File: src/rtl/carbon_boot_seq_monitor_pkg.sv
// Shared types for the Carbon boot-sequence monitor: verdict codes, FSM states
// and well-known tier codes.
package carbon_arch_pkg;

  typedef enum logic [3:0] {
    FC_NONE           = 4'd0,
    FC_RESET_TIER     = 4'd1,
    FC_STEP_TIMEOUT   = 4'd2,
    FC_CORE_MISMATCH  = 4'd3,
    FC_ILLEGAL_TIER   = 4'd4,
    FC_EARLY_POWEROFF = 4'd5,
    FC_PWROFF_TIMEOUT = 4'd6,
    FC_SIG_MISMATCH   = 4'd7
  } carbon_bootmon_fail_e;

  typedef enum logic [2:0] {
    ST_IDLE     = 3'd0,
    ST_CHK_RST  = 3'd1,
    ST_STEP     = 3'd2,
    ST_WAIT_PWR = 3'd3,
    ST_PASS     = 3'd4,
    ST_FAIL     = 3'd5
  } carbon_bootmon_state_e;

  localparam logic [7:0] TIER_P0_I8080 = 8'h00;
  localparam logic [7:0] TIER_P7_Z480  = 8'h07;

  // A ladder shorter than two entries or longer than the hardware holds is
  // treated as a full-length ladder.
  function automatic int unsigned bm_clamp_steps(input int unsigned req,
                                                 input int unsigned max_steps);
    return ((req < 2) || (req > max_steps)) ? max_steps : req;
  endfunction

endpackage

File: src/rtl/carbon_bootmon_timer.sv
// Saturating cycle counter with a programmable hit point; a zero limit never hits.
module carbon_bootmon_timer #(
  parameter int TO_W = 20
) (
  input  logic            clk,
  input  logic            rst_n,
  input  logic            clr,
  input  logic            en,
  input  logic [TO_W-1:0] limit,
  output logic            hit
);

  logic [TO_W-1:0] r_cnt;

  always_ff @(posedge clk or negedge rst_n) begin
    if (!rst_n) begin
      r_cnt <= '0;
    end else if (clr) begin
      r_cnt <= '0;
    end else if (en && (r_cnt != '1)) begin
      r_cnt <= r_cnt + 1'b1;
    end
  end

  assign hit = (limit != '0) && (r_cnt == limit);

endmodule

File: src/rtl/carbon_boot_seq_monitor.sv
// Boot-sequence checker: follows the host tier/core through a programmed ladder,
// then waits for poweroff and checks the signature, latching a verdict.
module carbon_boot_seq_monitor
  import carbon_arch_pkg::*;
#(
  parameter int N_STEPS = 4,
  parameter int TIER_W  = 8,
  parameter int CORE_W  = 2,
  parameter int SIG_W   = 32,
  parameter int TO_W    = 20,
  parameter int STRICT  = 1
) (
  input  logic                        clk,
  input  logic                        rst_n,
  input  logic                        start,
  input  logic [$clog2(N_STEPS):0]    cfg_n_steps,
  input  logic [N_STEPS*TIER_W-1:0]   cfg_exp_tier,
  input  logic [N_STEPS*CORE_W-1:0]   cfg_exp_core,
  input  logic [TO_W-1:0]             cfg_step_to,
  input  logic [TO_W-1:0]             cfg_pwr_to,
  input  logic [SIG_W-1:0]            cfg_exp_sig,
  input  logic [TIER_W-1:0]           mon_tier,
  input  logic [CORE_W-1:0]           mon_core,
  input  logic                        mon_poweroff,
  input  logic [SIG_W-1:0]            mon_signature,
  output logic                        busy,
  output logic                        done,
  output logic                        pass,
  output logic [3:0]                  fail_code,
  output logic [$clog2(N_STEPS)-1:0]  fail_step,
  output logic [TIER_W-1:0]           got_tier,
  output logic [SIG_W-1:0]            got_sig,
  output logic [31:0]                 total_cycles
);

  localparam int STEP_W = $clog2(N_STEPS);

  carbon_bootmon_state_e r_state, w_state_next;
  carbon_bootmon_fail_e  r_fail_code, w_fail_next;

  logic [N_STEPS*TIER_W-1:0] r_cfg_tier;
  logic [N_STEPS*CORE_W-1:0] r_cfg_core;
  logic [TO_W-1:0]           r_cfg_step_to;
  logic [TO_W-1:0]           r_cfg_pwr_to;
  logic [SIG_W-1:0]          r_cfg_sig;
  logic [STEP_W-1:0]         r_last;
  logic [STEP_W-1:0]         r_step;
  logic [STEP_W-1:0]         r_fail_step;
  logic [TIER_W-1:0]         r_got_tier;
  logic [SIG_W-1:0]          r_got_sig;
  logic [31:0]               r_total;

  logic [TIER_W-1:0] w_exp_tier [N_STEPS];
  logic [CORE_W-1:0] w_exp_core [N_STEPS];
  logic [STEP_W-1:0] w_step_prev;
  logic [TO_W-1:0]   w_tmr_limit;
  logic              w_busy;
  logic              w_start_ok;
  logic              w_advance;
  logic              w_verdict;
  logic              w_tmr_clr;
  logic              w_hit;

  for (genvar gi = 0; gi < N_STEPS; gi++) begin : g_unpack
    assign w_exp_tier[gi] = r_cfg_tier[gi*TIER_W +: TIER_W];
    assign w_exp_core[gi] = r_cfg_core[gi*CORE_W +: CORE_W];
  end

  assign w_busy      = (r_state == ST_CHK_RST) || (r_state == ST_STEP) || (r_state == ST_WAIT_PWR);
  assign w_start_ok  = start && !w_busy;
  assign w_step_prev = r_step - 1'b1;

  // One timer serves both the per-step and the poweroff windows.
  assign w_tmr_limit = (r_state == ST_WAIT_PWR) ? r_cfg_pwr_to : r_cfg_step_to;
  assign w_tmr_clr   = !((r_state == ST_STEP) || (r_state == ST_WAIT_PWR)) || w_advance;

  carbon_bootmon_timer #(
    .TO_W (TO_W)
  ) u_timer (
    .clk   (clk),
    .rst_n (rst_n),
    .clr   (w_tmr_clr),
    .en    (1'b1),
    .limit (w_tmr_limit),
    .hit   (w_hit)
  );

  always_ff @(posedge clk or negedge rst_n) begin
    if (!rst_n) begin
      r_state <= ST_IDLE;
    end else begin
      r_state <= w_state_next;
    end
  end

  always_comb begin
    w_state_next = r_state;
    w_fail_next  = FC_NONE;
    w_advance    = 1'b0;
    case (r_state)
      ST_IDLE, ST_PASS, ST_FAIL: begin
        if (start) w_state_next = ST_CHK_RST;
      end
      ST_CHK_RST: begin
        if (mon_tier == w_exp_tier[0]) begin
          w_state_next = ST_STEP;
        end else begin
          w_state_next = ST_FAIL;
          w_fail_next  = FC_RESET_TIER;
        end
      end
      ST_STEP: begin
        // Priority: poweroff, tier match, illegal tier, timeout.
        if (mon_poweroff) begin
          w_state_next = ST_FAIL;
          w_fail_next  = FC_EARLY_POWEROFF;
        end else if (mon_tier == w_exp_tier[r_step]) begin
          if (mon_core == w_exp_core[r_step]) begin
            w_advance = 1'b1;
            if (r_step == r_last) w_state_next = ST_WAIT_PWR;
          end else begin
            w_state_next = ST_FAIL;
            w_fail_next  = FC_CORE_MISMATCH;
          end
        end else if ((STRICT != 0) && (mon_tier != w_exp_tier[w_step_prev])) begin
          w_state_next = ST_FAIL;
          w_fail_next  = FC_ILLEGAL_TIER;
        end else if (w_hit) begin
          w_state_next = ST_FAIL;
          w_fail_next  = FC_STEP_TIMEOUT;
        end
      end
      ST_WAIT_PWR: begin
        if (mon_poweroff) begin
          if (mon_signature == r_cfg_sig) begin
            w_state_next = ST_PASS;
          end else begin
            w_state_next = ST_FAIL;
            w_fail_next  = FC_SIG_MISMATCH;
          end
        end else if ((STRICT != 0) && (mon_tier != w_exp_tier[r_last])) begin
          w_state_next = ST_FAIL;
          w_fail_next  = FC_ILLEGAL_TIER;
        end else if (w_hit) begin
          w_state_next = ST_FAIL;
          w_fail_next  = FC_PWROFF_TIMEOUT;
        end
      end
      default: w_state_next = ST_IDLE;
    endcase
  end

  assign w_verdict = w_busy && ((w_state_next == ST_PASS) || (w_state_next == ST_FAIL));

  always_ff @(posedge clk or negedge rst_n) begin
    if (!rst_n) begin
      r_cfg_tier    <= '0;
      r_cfg_core    <= '0;
      r_cfg_step_to <= '0;
      r_cfg_pwr_to  <= '0;
      r_cfg_sig     <= '0;
      r_last        <= '0;
      r_step        <= '0;
      r_fail_code   <= FC_NONE;
      r_fail_step   <= '0;
      r_got_tier    <= '0;
      r_got_sig     <= '0;
      r_total       <= '0;
    end else if (w_start_ok) begin
      r_cfg_tier    <= cfg_exp_tier;
      r_cfg_core    <= cfg_exp_core;
      r_cfg_step_to <= cfg_step_to;
      r_cfg_pwr_to  <= cfg_pwr_to;
      r_cfg_sig     <= cfg_exp_sig;
      r_last        <= STEP_W'(bm_clamp_steps(32'(cfg_n_steps), N_STEPS) - 1);
      r_step        <= '0;
      r_fail_code   <= FC_NONE;
      r_fail_step   <= '0;
      r_got_tier    <= '0;
      r_got_sig     <= '0;
      r_total       <= '0;
    end else begin
      if (w_busy && (r_total != 32'hFFFF_FFFF)) r_total <= r_total + 32'd1;
      if (r_state == ST_CHK_RST) begin
        r_step <= STEP_W'(1);
      end else if (w_advance && (r_step != r_last)) begin
        r_step <= r_step + 1'b1;
      end
      if (w_verdict) begin
        r_fail_code <= w_fail_next;
        r_fail_step <= r_step;
        r_got_tier  <= mon_tier;
        r_got_sig   <= mon_signature;
      end
    end
  end

  assign busy         = w_busy;
  assign done         = (r_state == ST_PASS) || (r_state == ST_FAIL);
  assign pass         = (r_state == ST_PASS);
  assign fail_code    = r_fail_code;
  assign fail_step    = r_fail_step;
  assign got_tier     = r_got_tier;
  assign got_sig      = r_got_sig;
  assign total_cycles = r_total;

endmodule
File: config.mk
export PLATFORM = sky130hd
export DESIGN_NAME = carbon_boot_seq_monitor
export DESIGN_NICKNAME = d
export VERILOG_FILES = /design/src/rtl/carbon_boot_seq_monitor_pkg.sv /design/src/rtl/carbon_bootmon_timer.sv /design/src/rtl/carbon_boot_seq_monitor.sv
export SDC_FILE = /design/constraint.sdc
export NUM_CORES = 1
export LEC_CHECK = 0
export ABC_AREA = 1
export CAP_MARGIN = 20
export CORE_UTILIZATION = 55
export DETAILED_ROUTE_END_ITERATION = 12
export HOLD_SLACK_MARGIN = 0.05
export PLACE_DENSITY = 0.84
export SYNTH_ARGS = -nofsm -noshare
export SYNTH_HDL_FRONTEND = slang
export SYNTH_SLANG_ARGS = --single-unit
File: constraint.sdc
create_clock -name clk -period 4.7 [get_ports clk]
set_input_delay 1.175 -clock clk [delete_from_list [all_inputs] [get_ports clk]]
set_output_delay 1.175 -clock clk [all_outputs]
set_load 0.05 [all_outputs]
; ---- After elaboration in Yosys (flattened, before gate mapping)
; Cells that the tools add are included.
[word_totals]
word_cells = 122
input_bits = 161
reg_bits = 217
output_inout_bits = 81
[classes]
muxes = 56
n_eq_ne = 18
magnitude_cmp = 5
add_sub_neg = 5
n_bitwise = 3
n_reduce_logical = 21
[ops]
columns = operator, count
row1 = $mux 32, 4
row2 = $mux 8, 8
row3 = $mux 20, 3
row4 = $bmux 8 s2, 3
row5 = $mux 3, 14
row6 = $add 32x1->32 const B, 1
row7 = $eq 32x32->1, 1
row8 = $ne 32x32->1 const B, 1
row9 = $add 20x1->20 const B, 1
row10 = $eq 20x20->1, 1
row11 = $mux 2, 10
row12 = $mux 4, 5
row13 = $ne 20x20->1 const B, 1
row14 = $reduce_bool 20->1, 1
row15 = $eq 8x8->1, 2
row16 = $ne 8x8->1, 2
row17 = $eq 3x3->1 const B, 4
row18 = $pmux 3 s4, 1
row19 = $pmux 4 s3, 1
row20 = $ge 3x3->1 const B, 3
row21 = $not 2->3, 3
row22 = $logic_or 1x1->1, 7
row23 = $eq 3x2->1 const B, 2
row24 = $mux 1, 6
row25 = other kinds (14), 23

; ---- Logic depth before layout (Yosys ltp)
[logic_depth]
depth_word = 15
depth_mapped = 21
depth_no_buf = 19

; ---- Hierarchy
; Synthesis repeated with hierarchy kept, for this count alone.
[hier_totals]
hier_cells = 1711
hier_area_um2 = 12145.4
[modules_own_cells]
columns = module, area_per_inst_um2, cells_each, instances
row1 = carbon_boot_seq_monitor, 10473.8, 1450, 1
row2 = carbon_bootmon_timer, 1671.6, 261, 1

; ---- Worst setup path before layout
; No wires, ideal clock.
[synth_path]
path_type = register -> output
start = register r_state[2]
end = output port busy
path_stages_with_launch = 7
t_required_ns = 3.525
path_buffers = 1
t_arrival_ns = 1.629
path_slack_ns = 1.896
cell_sequence = dfrtp_1 > inv_2 > nand2_1 > nor2_2 > nor2_1 > inv_2 > clkbuf_1
[synth_via]
elab_chain_cells = 3
elab_cells_between_ends = 5
cone_classes = eq/ne (3) / reduce/logical (2)
[synth_lines]
columns = element, line
row1 = "start, declared", carbon_boot_seq_monitor.sv:38  ; carbon_bootmon_state_e r_state, w_state_next;
row2 = "start signal, assigned", carbon_boot_seq_monitor.sv:92  ; r_state <= w_state_next;
row3 = $eq 3x1->1 / $eq 3x2->1 (equally long branches), carbon_boot_seq_monitor.sv:69  ; assign w_busy = (r_state == ST_CHK_RST) || (r_state == ST_STEP) || (r_state == ST_WAIT_PWR);
row4 = $logic_or 1x1->1, carbon_boot_seq_monitor.sv:69
row5 = $logic_or 1x1->1 (*), carbon_boot_seq_monitor.sv:69
row6 = "end, declared", carbon_boot_seq_monitor.sv:26  ; output logic busy,
; Mark *: on every way between the ends. The rest lies on a longest branch, timed or not.

; ---- Final worst setup path
[layout_path]
start = register r_state[1]
end = output port busy
; Same word-level chain as after synthesis.

==> run metrics <==
post-cts resize count=0; die boundary width=150.8 um; RSZ-0062 raised after global routing=false; number of I/O port buffers=240; average cell area after synthesis=7.254 um2; weighted congestion at the end of routability-driven global placement=0.8989; maximum fanout encountered on the critical timing path=9; post-CTS repair timing setup buffer count=0; number of antenna violations at the first check in global routing=2; async set or reset register ratio after synthesis=1.000; data required time of the worst path=3.52 ns; biggest area consumer among synthesized cells=dfrtp_1; area fraction of the dominant cell type after synthesis=0.4438; Lkg Pwr=7.401 nW; setup TNS=0 ns; total power of the final layout=9.129 mW; Yosys warning count=0; total nets after synthesis=1842; most common library cell in the layout ignoring fill and taps=nand2_1; Cell Rows=54; largest voltage drop on the vdd net=0.4586 mV; clock latency on the worst-skew pair=0.53 ns; number of distinct standard cells referenced by the synthesized netlist=41; Worst setup EP type=output port; total global routing track utilization=0.3205; Fin. Hold Viols=0; fraction of final layout cells sized beyond drive strength 1=0.06565; fillers=1790; clock transition at the registers of the reported paths=0.06 ns; count of flip-flops with a built-in enable after synthesis=0; core area=21760 um2; startpoint types=flop; number of max-slew violations in the final report=0; clock tree from TritonCTS=done; Area growth syn-to-layout=27.71%; critical path type=flop to output port; area of the mapped netlist=12180 um2; Post-Route Skew=0.01544 ns; Tightest Pin Transition=0.8604 ns; gate count of the mapped netlist=1679; number of buffers on the longest clock path=3; Max H-tree Level=1; final global-route overflow total=0; master cell of the clock root buffer=clkbuf_16; DRC violations left=0; Via-to-Cell Ratio=5.451; outcome=completed; number of synthesized register bits=216; number of I/O pins=242; Post-Route WL=36370 um; initial core utilization=0.5598; power per standard cell area=586.9 nW/um2; number of sinks handled by clock tree synthesis=216; final instance count without filler cells=2185; area of the die=22740 um2; final count of negative-setup-slack endpoints=0; final critical delay including setup and external delays=3.760 ns; die height=150.8 um; total area of multi-input combinational cells=5832 um2; antenna-violating nets left=0; number of global-route vias before repair=11265; portion of the post-synthesis area used by sequential elements=0.4438; first-pass GRT wire length=57100 um; final period utilization=0.7999; register cell area after layout=5405 um2; Main synth FF type=dfrtp_1; CTS Hold Buffers Added=0; Max Fclk=0.2660 GHz; number of nets in the finished design=2049; vias post-DR=11910; CP Data Arrival Time=2.58 ns; Hold/Removal Path Class=flop to flop; worst-case headroom to the max-slew limit=0.4264; R2R Setup Slk=1.03 ns; total of max-cap violations=0; largest net degree at the start of global routing=184; half-perimeter wire length of the detailed placement result=25840 um; cell total after placement=2140; leading cell types by total area after synthesis=dfrtp_1 (44%), nand2_1 (20%), inv_1 (4.3%); most frequent cells in the layout=nand2_1 (660), clkdlybuf4s50_1 (239), dfrtp_1 (216); per-cell routed wire length=16.65 um; TritonRoute pass-1 iters=5; TritonCTS Buffers=24; initial detailed-routing violation count=735
==> cells in the mapped netlist (2+ instances only) <==
cell / number
buf_6: 2
nand3_2: 41
o21ai_0: 94
or2_2: 11
nor3b_1: 4
clkinv_1: 4
clkbuf_1: 37
a22oi_1: 5
nand3b_1: 2
o211ai_1: 3
nor4_1: 4
nor2_2: 3
inv_2: 8
xnor2_1: 11
inv_1: 138
a211oi_1: 11
dfrtp_1: 216
nand2_2: 3
buf_2: 21
buf_8: 4
nand4_1: 64
and3_1: 3
xor2_1: 25
nor2_1: 104
nand3_1: 102
a21oi_1: 40
o21ai_1: 2
nand2_1: 660
ha_1: 2
buf_4: 8
o31ai_1: 2
nor3_1: 36
==> state kept, by name, summed over array words and instances, names as in the netlist, 3 cells and up <==
| register | cells |
|---|---|
| got_tier | 8 |
| r_cfg_sig | 32 |
| r_cfg_tier | 32 |
| u_timer.r_cnt | 20 |
| total_cycles | 32 |
| r_state | 3 |
| r_cfg_pwr_to | 20 |
| fail_code | 3 |
| got_sig | 32 |
| r_cfg_step_to | 20 |
| r_cfg_core | 8 |
==> stage by stage <==
step | worst slack, ns | utilization | area [um2] | hold WS (ns)
after global placement | 0.8268 | 0.6748 | 14680 | 0.4547
after global routing | 0.7466 | 0.7148 | 15550 | 0.5021
after detailed placement | 0.8371 | 0.6748 | 14680 | 0.4622
final | 0.9404 | 0.7149 | 15550 | 0.4773
after CTS | 0.9504 | 0.7148 | 15550 | 0.4777
after floorplan | 1.896 | - | 12180 | 0.4422
==> area by class of cell <==
cell class | instances | share of cell area
Inverter | 150 | 0.03636
Tap cell | 280 | 0.02252
Clock buffer | 34 | 0.04553
Timing Repair Buffer | 253 | 0.1626
Antenna cell | 1 | 0.0001609
Multi-Input combinational cell | 1241 | 0.3749
Clock inverter | 10 | 0.01038
Sequential cell | 216 | 0.3475
==> cell families after synthesis <==
kind of cell	count (synthesis)	synth area share
simple gates	1041	0.3786
buf+inv	222	0.07797
flops	216	0.4438
compound gates	161	0.07140
xor+xnor	36	0.02589
fa+ha+maj	2	0.002054
other cells	1	0.0003079
==> final timing paths <==
path	cells past startpoint	endpoint	start
max in group asynchronous	2	r_cfg_core[0]$_DFFE_PN0P_	rst_n
hold / removal	2	r_cfg_pwr_to[15]$_DFFE_PN0P_	r_cfg_pwr_to[15]$_DFFE_PN0P_
setup reg to reg	17	got_tier[3]$_DFFE_PN0P_	r_state[1]$_DFF_PN0_
setup / recovery	5	busy	r_state[1]$_DFF_PN0_
min in group asynchronous	1	total_cycles[3]$_DFFE_PN0P_	rst_n
hold reg to reg	2	r_cfg_pwr_to[15]$_DFFE_PN0P_	r_cfg_pwr_to[15]$_DFFE_PN0P_
==> per-layer routing <==
metal / global-route usage / vias to the layer above / part of all wire
met5: 0 / - / 0.00047
met4: 0.1020 / 2 / 0.027
met3: 0.05151 / 69 / 0.074
met2: 0.5271 / 422 / 0.47
met1: 0.4335 / 5605 / 0.43
li1: - / 5812 / -
==> worst max-delay path, stage by stage (launching register included) <==
cell	delay [ns]
dfrtp_1	0.57
inv_1	0.14
nor2_1	0.24
nor2_1	0.18
inv_2	0.09
clkdlybuf4s50_1	0.83
==> report_power, final <==
part           internal, mW  switching, mW  total [mW]
registers              2.52          0.499        3.02
logic                  1.34           2.73        4.07
clock network          1.27          0.778        2.05
(Power assumes the default switching activity.)
